--- config.mk ---
export PLATFORM = sky130hd
export DESIGN_NAME = instr_sequencer_flat
export DESIGN_NICKNAME = d
export VERILOG_FILES = /design/src/rtl/instr_sequencer_if.sv /design/src/rtl/instr_sequencer.sv /design/src/flat_wrapper.sv
export SDC_FILE = /design/constraint.sdc
export NUM_CORES = 1
export LEC_CHECK = 0
export CAP_MARGIN = 10
export CORE_ASPECT_RATIO = 1.5
export CORE_MARGIN = 2
export CORE_UTILIZATION = 50
export CTS_BUF_LIST = sky130_fd_sc_hd__clkbuf_4 sky130_fd_sc_hd__clkbuf_8 sky130_fd_sc_hd__clkbuf_16
export CTS_CLUSTER_DIAMETER = 50
export CTS_CLUSTER_SIZE = 24
export DETAILED_ROUTE_END_ITERATION = 12
export PLACE_DENSITY = 0.89
export SETUP_SLACK_MARGIN = 0.05
export SLEW_MARGIN = 5
export SYNTH_ARGS = -nofsm -noshare
export SYNTH_HDL_FRONTEND = slang
export SYNTH_SLANG_ARGS = --single-unit
--- constraint.sdc ---
create_clock -name clk -period 2.2 [get_ports clk]
set_clock_uncertainty 0.2 [all_clocks]
set_input_delay 0.55 -clock clk [delete_from_list [all_inputs] [get_ports clk]]
set_output_delay 0.55 -clock clk [all_outputs]
set_load 0.1 [all_outputs]
--- src/rtl/instr_sequencer_if.sv ---
// Sequencer-side bus: synchronous program-memory read port plus the
// processor issue/complete handshake.
interface instr_sequencer_if #(
    parameter int PC_W = 5
);
    logic            mem_rd;
    logic [PC_W-1:0] mem_addr;
    logic [8:0]      mem_data;
    logic [8:0]      proc_din;
    logic            proc_run;
    logic            proc_done;

    modport master (
        output mem_rd, mem_addr, proc_din, proc_run,
        input  mem_data, proc_done
    );

    modport slave (
        input  mem_rd, mem_addr, proc_din, proc_run,
        output mem_data, proc_done
    );
endinterface

--- src/rtl/instr_sequencer.sv ---
// Instruction sequencer: fetches 9-bit words from a synchronous memory, issues
// them to a processor (mvi carries a second immediate word) and waits for done.
module instr_sequencer #(
    parameter int PC_W = 5,
    parameter int TMO  = 7
) (
    input  logic              clk,
    input  logic              reset,
    input  logic              start,
    input  logic              stop,
    instr_sequencer_if.master bus,
    output logic [PC_W-1:0]   pc,
    output logic              busy,
    output logic              halted,
    output logic              err
);
    localparam int              CNT_W    = (TMO < 2) ? 1 : $clog2(TMO);
    localparam logic [CNT_W-1:0] CNT_LAST = CNT_W'(TMO - 1);
    localparam logic [2:0]      OP_MVI   = 3'b001;
    localparam logic [2:0]      OP_HALT  = 3'b111;

    typedef enum logic [3:0] {
        S_IDLE, S_F1, S_L1, S_F2, S_L2, S_ISSUE, S_IMM, S_EXEC, S_HALT
    } state_t;

    state_t           r_state, w_next;
    logic [PC_W-1:0]  r_pc;
    logic [8:0]       r_ir, r_imm;
    logic [CNT_W-1:0] r_cnt;
    logic             r_stop, r_err;
    logic             w_mvi, w_wait, w_done, w_tmo, w_stop_eff;
    logic [PC_W-1:0]  w_pc_inc;

    assign w_mvi      = (r_ir[8:6] == OP_MVI);
    assign w_wait     = (r_state == S_IMM) || (r_state == S_EXEC);
    assign w_done     = w_wait && bus.proc_done;
    assign w_tmo      = w_wait && !bus.proc_done && (r_cnt == CNT_LAST);
    // a stop arriving in the completion cycle itself still counts
    assign w_stop_eff = r_stop || stop;
    assign w_pc_inc   = r_pc + PC_W'(1);

    assign pc  = r_pc;
    assign err = r_err;

    always_ff @(posedge clk or negedge reset) begin
        if (!reset) r_state <= S_IDLE;
        else        r_state <= w_next;
    end

    always_comb begin
        w_next = r_state;
        case (r_state)
            S_IDLE:  if (start) w_next = S_F1;
            S_F1:    w_next = S_L1;
            S_L1: begin
                if (bus.mem_data[8:6] == OP_HALT)     w_next = S_HALT;
                else if (bus.mem_data[8:6] == OP_MVI) w_next = S_F2;
                else                                  w_next = S_ISSUE;
            end
            S_F2:    w_next = S_L2;
            S_L2:    w_next = S_ISSUE;
            S_ISSUE: w_next = w_mvi ? S_IMM : S_EXEC;
            S_IMM, S_EXEC: begin
                if (w_done)     w_next = w_stop_eff ? S_HALT : S_F1;
                else if (w_tmo) w_next = S_HALT;
                else            w_next = S_EXEC;
            end
            S_HALT:  if (start) w_next = S_F1;
            default: w_next = S_IDLE;
        endcase
    end

    always_comb begin
        bus.mem_rd   = 1'b0;
        bus.mem_addr = r_pc;
        bus.proc_din = 9'd0;
        bus.proc_run = 1'b0;
        busy         = 1'b0;
        halted       = 1'b0;
        case (r_state)
            S_F1:    begin bus.mem_rd = 1'b1; busy = 1'b1; end
            S_L1:    busy = 1'b1;
            S_F2:    begin bus.mem_rd = 1'b1; bus.mem_addr = w_pc_inc; busy = 1'b1; end
            S_L2:    busy = 1'b1;
            S_ISSUE: begin bus.proc_din = r_ir; bus.proc_run = 1'b1; busy = 1'b1; end
            S_IMM:   begin bus.proc_din = r_imm; busy = 1'b1; end
            S_EXEC:  begin bus.proc_din = w_mvi ? r_imm : r_ir; busy = 1'b1; end
            S_HALT:  halted = 1'b1;
            default: ;
        endcase
    end

    always_ff @(posedge clk or negedge reset) begin
        if (!reset) begin
            r_pc   <= '0;
            r_ir   <= '0;
            r_imm  <= '0;
            r_cnt  <= '0;
            r_stop <= 1'b0;
            r_err  <= 1'b0;
        end else begin
            if (r_state == S_L1) r_ir  <= bus.mem_data;
            if (r_state == S_L2) r_imm <= bus.mem_data;

            if (r_state == S_ISSUE)          r_cnt <= '0;
            else if (w_wait && !w_done && !w_tmo) r_cnt <= r_cnt + CNT_W'(1);

            if (w_done) r_pc <= r_pc + (w_mvi ? PC_W'(2) : PC_W'(1));

            // HALT is not busy, so start always wins over a same-cycle stop there
            if (busy && stop)                     r_stop <= 1'b1;
            else if ((r_state == S_HALT) && start) r_stop <= 1'b0;

            if (w_tmo)                            r_err <= 1'b1;
            else if ((r_state == S_HALT) && start) r_err <= 1'b0;
        end
    end
endmodule

--- src/flat_wrapper.sv ---
// flat-port wrapper written by rule: the top's interface ports become plain ports
module instr_sequencer_flat 
#(
    parameter int PC_W = 5,
    parameter int TMO  = 7
)
  (clk, reset, start, stop, pc, busy, halted, err, bus_mem_rd, bus_mem_addr, bus_proc_din, bus_proc_run, bus_mem_data, bus_proc_done);
  instr_sequencer_if #(.PC_W(PC_W)) bus_i ();
  input  logic clk;
  input  logic reset;
  input  logic start;
  input  logic stop;
  output logic [PC_W-1:0] pc;
  output logic busy;
  output logic halted;
  output logic err;
  output wire logic [$bits(bus_i.mem_rd)-1:0] bus_mem_rd;
  output wire logic [$bits(bus_i.mem_addr)-1:0] bus_mem_addr;
  output wire logic [$bits(bus_i.proc_din)-1:0] bus_proc_din;
  output wire logic [$bits(bus_i.proc_run)-1:0] bus_proc_run;
  input wire logic [$bits(bus_i.mem_data)-1:0] bus_mem_data;
  input wire logic [$bits(bus_i.proc_done)-1:0] bus_proc_done;
  assign bus_mem_rd = bus_i.mem_rd;
  assign bus_mem_addr = bus_i.mem_addr;
  assign bus_proc_din = bus_i.proc_din;
  assign bus_proc_run = bus_i.proc_run;
  assign bus_i.mem_data = bus_mem_data;
  assign bus_i.proc_done = bus_proc_done;
  instr_sequencer #(.PC_W(PC_W), .TMO(TMO)) u_core (.clk(clk), .reset(reset), .start(start), .stop(stop), .bus(bus_i), .pc(pc), .busy(busy), .halted(halted), .err(err));
endmodule
==> impl_metrics.ini, run 1 <==
[outcome]
outcome = aborted with a tool error
failing_step = 5_1_grt
firstError = [ERROR DPL-0033] detailed placement checks failed during check placement.

[synth]
synth_warnings = 0
ys.flop_type = dfrtp_1
ys_async_sr_fraction_pct = 100
synth_cell_types = 39
ys_ff_latch = 32
synthCells = 163
synth_edf_count = 0
synth_seq_area_share_pct = 46.0
syn_area_um2 = 1740
synth_nets = 183
syn_avg_cell_area_um2 = 10.7

[floorplanning]
die_x_um = 52.2
num_rows = 26
initial_utilization_pct = 51.4
die_h_um = 76.3
io_pins = 38

[clock_network]
cts_buffer_depth = 2
cts_root_buf = clkbuf_8
htree_levels = 2
cts_sinks = 32
cts_buffers = 5

[grt]
grt_antenna_before_repair = 0
grt_max_degree = 33

[timing]
worst_endpoint_kind = output port
grt_worst_setup_endpoint = bus_proc_din[5]

[placed_design]
dpl.hpwl_um = 3700
port_buffers = 37
place_congestion = 0.883
[repair_timing]
item / 4_1_cts
hold endpoints to repair: 0
pin swaps: 14
gates cloned: 1
hold buffers: 0
endpoints found under the setup margin: 18
buffers inserted: 10
resized for setup: 30
[synthesized netlist by cell type (2+ instances only)]
master    count  area, um2
a22oi_1       7       52.6
inv_1         7       26.3
nand2b_1      3       18.8
nand2_1      10       37.5
nor3_1        2       10.0
xnor2_1       5       43.8
mux2_2       20        225
o21ai_0       7       35.0
nor3_2        2       20.0
nand3_1       4       20.0
nor2_1       13       48.8
buf_2         4       20.0
a21oi_1      10       50.1
xor2_1        4       35.0
ha_1          5       62.6
nand4_1       4       25.0
dfrtp_1      32        801
nor2b_1       3       18.8
[logic make-up after synthesis]
kind of cell	Yosys count	share of synthesized area, %
AO/OA/AOI/OAI	35	13.2
XOR/XNOR	9	4.53
adder cells (fa/ha/maj)	6	4.74
buffers and inverters	14	3.59
flip-flops	32	46.0
multiplexers	20	12.9
AND/OR/NAND/NOR	47	15.0
[per-stage QoR]
| stage | instance area [um2] | hold WS (ns) | instances | TNS, ns | setup WS (ns) |
|---|---|---|---|---|---|
| global placement | 2730 | 0.282 | 253 | -0.233 | -0.0443 |
| CTS | 3080 | 0.335 | 271 | -4.49 | -0.457 |
| floorplan | 2000 | 0.0544 | 163 | -2.89 | -0.391 |
| detailed placement | 2730 | 0.299 | 253 | -0.815 | -0.144 |
==> inputs of run 2 (changes only) <==
- CORE_ASPECT_RATIO: 1.5 -> not set
- CORE_UTILIZATION: 50 -> 35
- CTS_BUF_LIST: sky130_fd_sc_hd__clkbuf_4 sky130_fd_sc_hd__clkbuf_8 sky130_fd_sc_hd__clkbuf_16 -> not set
- CTS_CLUSTER_DIAMETER: 50 -> not set
- CTS_CLUSTER_SIZE: 24 -> not set
- PLACE_DENSITY: 0.89 -> not set
- PLACE_DENSITY_LB_ADDON: not set -> 0.15
- SETUP_SLACK_MARGIN: 0.05 -> not set
==> run 2 against run 1 <==
Against the previous run:
- the flow now finishes, with violations (setup timing)
- synthesized cell count is the same
- synthesized area is the same
==> impl_metrics.ini, run 2 <==
[outcome]
outcome = finished, violations left
violations = setup timing

[setup_path]
critPathLaunchType = flop
r2r_end = u_core.pc[1]
path_class = reg2out
rr_worst_depth = 5
r2r_start = u_core.r_ir[8]
crit_path_max_incr_delay_ns = 0.43
crit_chain = or3b_4 > a21oi_4 > buf_6 > a22oi_2 > nor2_4 > buf_12
crit_arrival_ns = 1.80
cp_num_buf_inv = 2
crit_required_ns = 1.45
crit_path_end_kind = output pin
slowest_stage = or3b_4
crit_family = simple AND/OR/NAND/NOR gates
rrSetupSlack_ns = 0.09
crit_fanout = 4

[clock_network]
htree_levels = 2
cts_tree = yes
cts_sinks = 32
hold_buffers = 0
cts_buffer_depth = 2
cts_buffers = 5
path_clk_slew_ns = 0.07
clk_latency_ns = 0.28
cts_root_buf = clkbuf_8

[grt]
grt_max_degree = 33
gr-total-overflow = 0
grt_antenna_before_repair = 0
grt_pass1_wl_um = 7650
grt_pass1_vias = 1597
globalRouteTotalUtil_pct = 18.3

[timing]
finalCritPeriodShare_pct = 116
finalSetupViolCount = 16
worst_pin_slew_ns = 0.412
setup_ws_ns = -0.351
fin_crit_ns = 2.55
slew_headroom_pct = 72.5
clock.fmax_mhz = 392
rsz0062_at_grt = yes
hold_violations = 0
report.final.slew_viol_count = 0

[synth]
ys_async_sr_fraction_pct = 100
synth.top_cell.area_share_pct = 46.0
yosysTopAreaCell = dfrtp_1
ys.flop_type = dfrtp_1
synth_seq_area_share_pct = 46.0
synth_cell_types = 39
synth_nets = 183
ys_ff_latch = 32
synth_edf_count = 0
yosysMostFrequentCell = dfrtp_1
synthCells = 163
syn_avg_cell_area_um2 = 10.7
synth_common_cells = dfrtp_1 (32), mux2_2 (20), nor2_1 (13)
synth_warnings = 0
syn_area_um2 = 1740
synth.area.top_cells = dfrtp_1 (46%), mux2_2 (13%), ha_1 (3.6%), a22oi_1 (3.0%), a21oi_1 (2.9%)

[floorplanning]
core_um2 = 4750
initial_utilization_pct = 36.6
num_rows = 25
die_h_um = 74.5
die_x_um = 74.5
io_pins = 38
die_area_um2 = 5550

[drt]
routed_wl_um = 4420
vias_per_cell = 4.93
routedWlPerCell_um = 14.3
vias = 1527
ant_nets = 0
drt_iter0_drc = 37
drt-pass1-iter-count = 4
drc_errors = 0

[finish]
stdcell_count = 310
layout_common_cells = buf_4 (30), buf_12 (25), dfrtp_1 (25), mux2_2 (19), clkdlybuf4s50_1 (13)
synthToLayoutAreaGrowth_pct = 85.5
diodes = 0
drive_gt1_share_pct = 61.7
n_fill_cell = 350
final_common_cell = buf_4
final_nets = 262

[min_path]
hold_start = u_core.r_imm[4]
hp-class = reg2reg
holdPathEnd = u_core.r_imm[4]
whs_path_depth = 1

[placed_design]
dpl.hpwl_um = 3240
port_buffers = 37
place_congestion = 0.786
dp_cells = 283

[job]
drv_cap = 0
## run 2: layout make-up
cell class	instances	area (um2)	share of cell area [%]
clock inverters	2	10.0	0.310
multi-input cells	117	1210	37.5
inverters	7	33.8	1.05
clock buffers	6	82.6	2.56
flip-flops and latches	32	820	25.4
repair buffers	79	987	30.6
well taps	67	83.8	2.60
## run 2: worst register-to-register path, delay by kind of cell, from the launching register on
kind	cells	cell delay, ns
mux	1	0.26
buf+inv	1	0.15
flops	1	0.38
simple gates	1	0.43
fa+ha+maj	2	0.58
## run 2: worst max-delay path by stage
stage,start,end,slack (ns),cells after the start
6_report,u_core.r_ir[8],bus_proc_din[1],-0.35,6
5_1_grt,u_core.r_ir[8],bus_proc_din[0],-0.44,6
4_1_cts,u_core.r_ir[8],bus_proc_din[1],-0.37,6
3_5_place_dp,u_core.r_ir[7],bus_proc_din[1],-0.10,6
3_3_place_gp,u_core.r_ir[7],bus_proc_din[3],-0.05,6
2_1_floorplan,u_core.r_state[0],bus_proc_din[6],-0.41,3
## run 2: what timing repair did
item                                    4_1_cts  5_1_grt
hold endpoints to repair                      0        0
buffers inserted                             13        9
pin swaps                                    13       16
gates resized for setup                      20       24
gates cloned                                  0        0
endpoints found under the setup margin       17       19
## run 2: metrics by stage
step           area [um2]  setup TNS (ns)  hold WS (ns)  worst slack (ns)  util (%)
3_5_place_dp         2810          -0.565         0.301            -0.104      59.0
5_1_grt              3230           -4.83         0.355            -0.438      67.9
3_3_place_gp         2810          -0.281         0.284           -0.0457      59.0
6_report             3230           -3.53         0.329            -0.351      67.9
4_1_cts              3080           -3.78         0.318            -0.370      64.7
2_1_floorplan        2010           -2.96        0.0544            -0.409         -
## run 2: cell families after synthesis
kind of cell    share of synthesized area, %
simple gates                            15.0
compound gates                          13.2
flops                                   46.0
mux                                     12.9
buf+inv                                 3.59
xor+xnor                                4.53
fa+ha+maj                               4.74
## run 2: metal layers
layer / vias to the layer above / track usage (%) / share of wire (%)
met2: 40 / 30.7 / 49
met5: - / 0 / 0
met3: 12 / 4.61 / 4.5
met1: 738 / 22.5 / 44
li1: 737 / - / -
met4: 0 / 7.34 / 2.6
Power of run 2 is not shown: default switching activity piles up to over one toggle a cycle in this logic, so the estimate is an artifact.
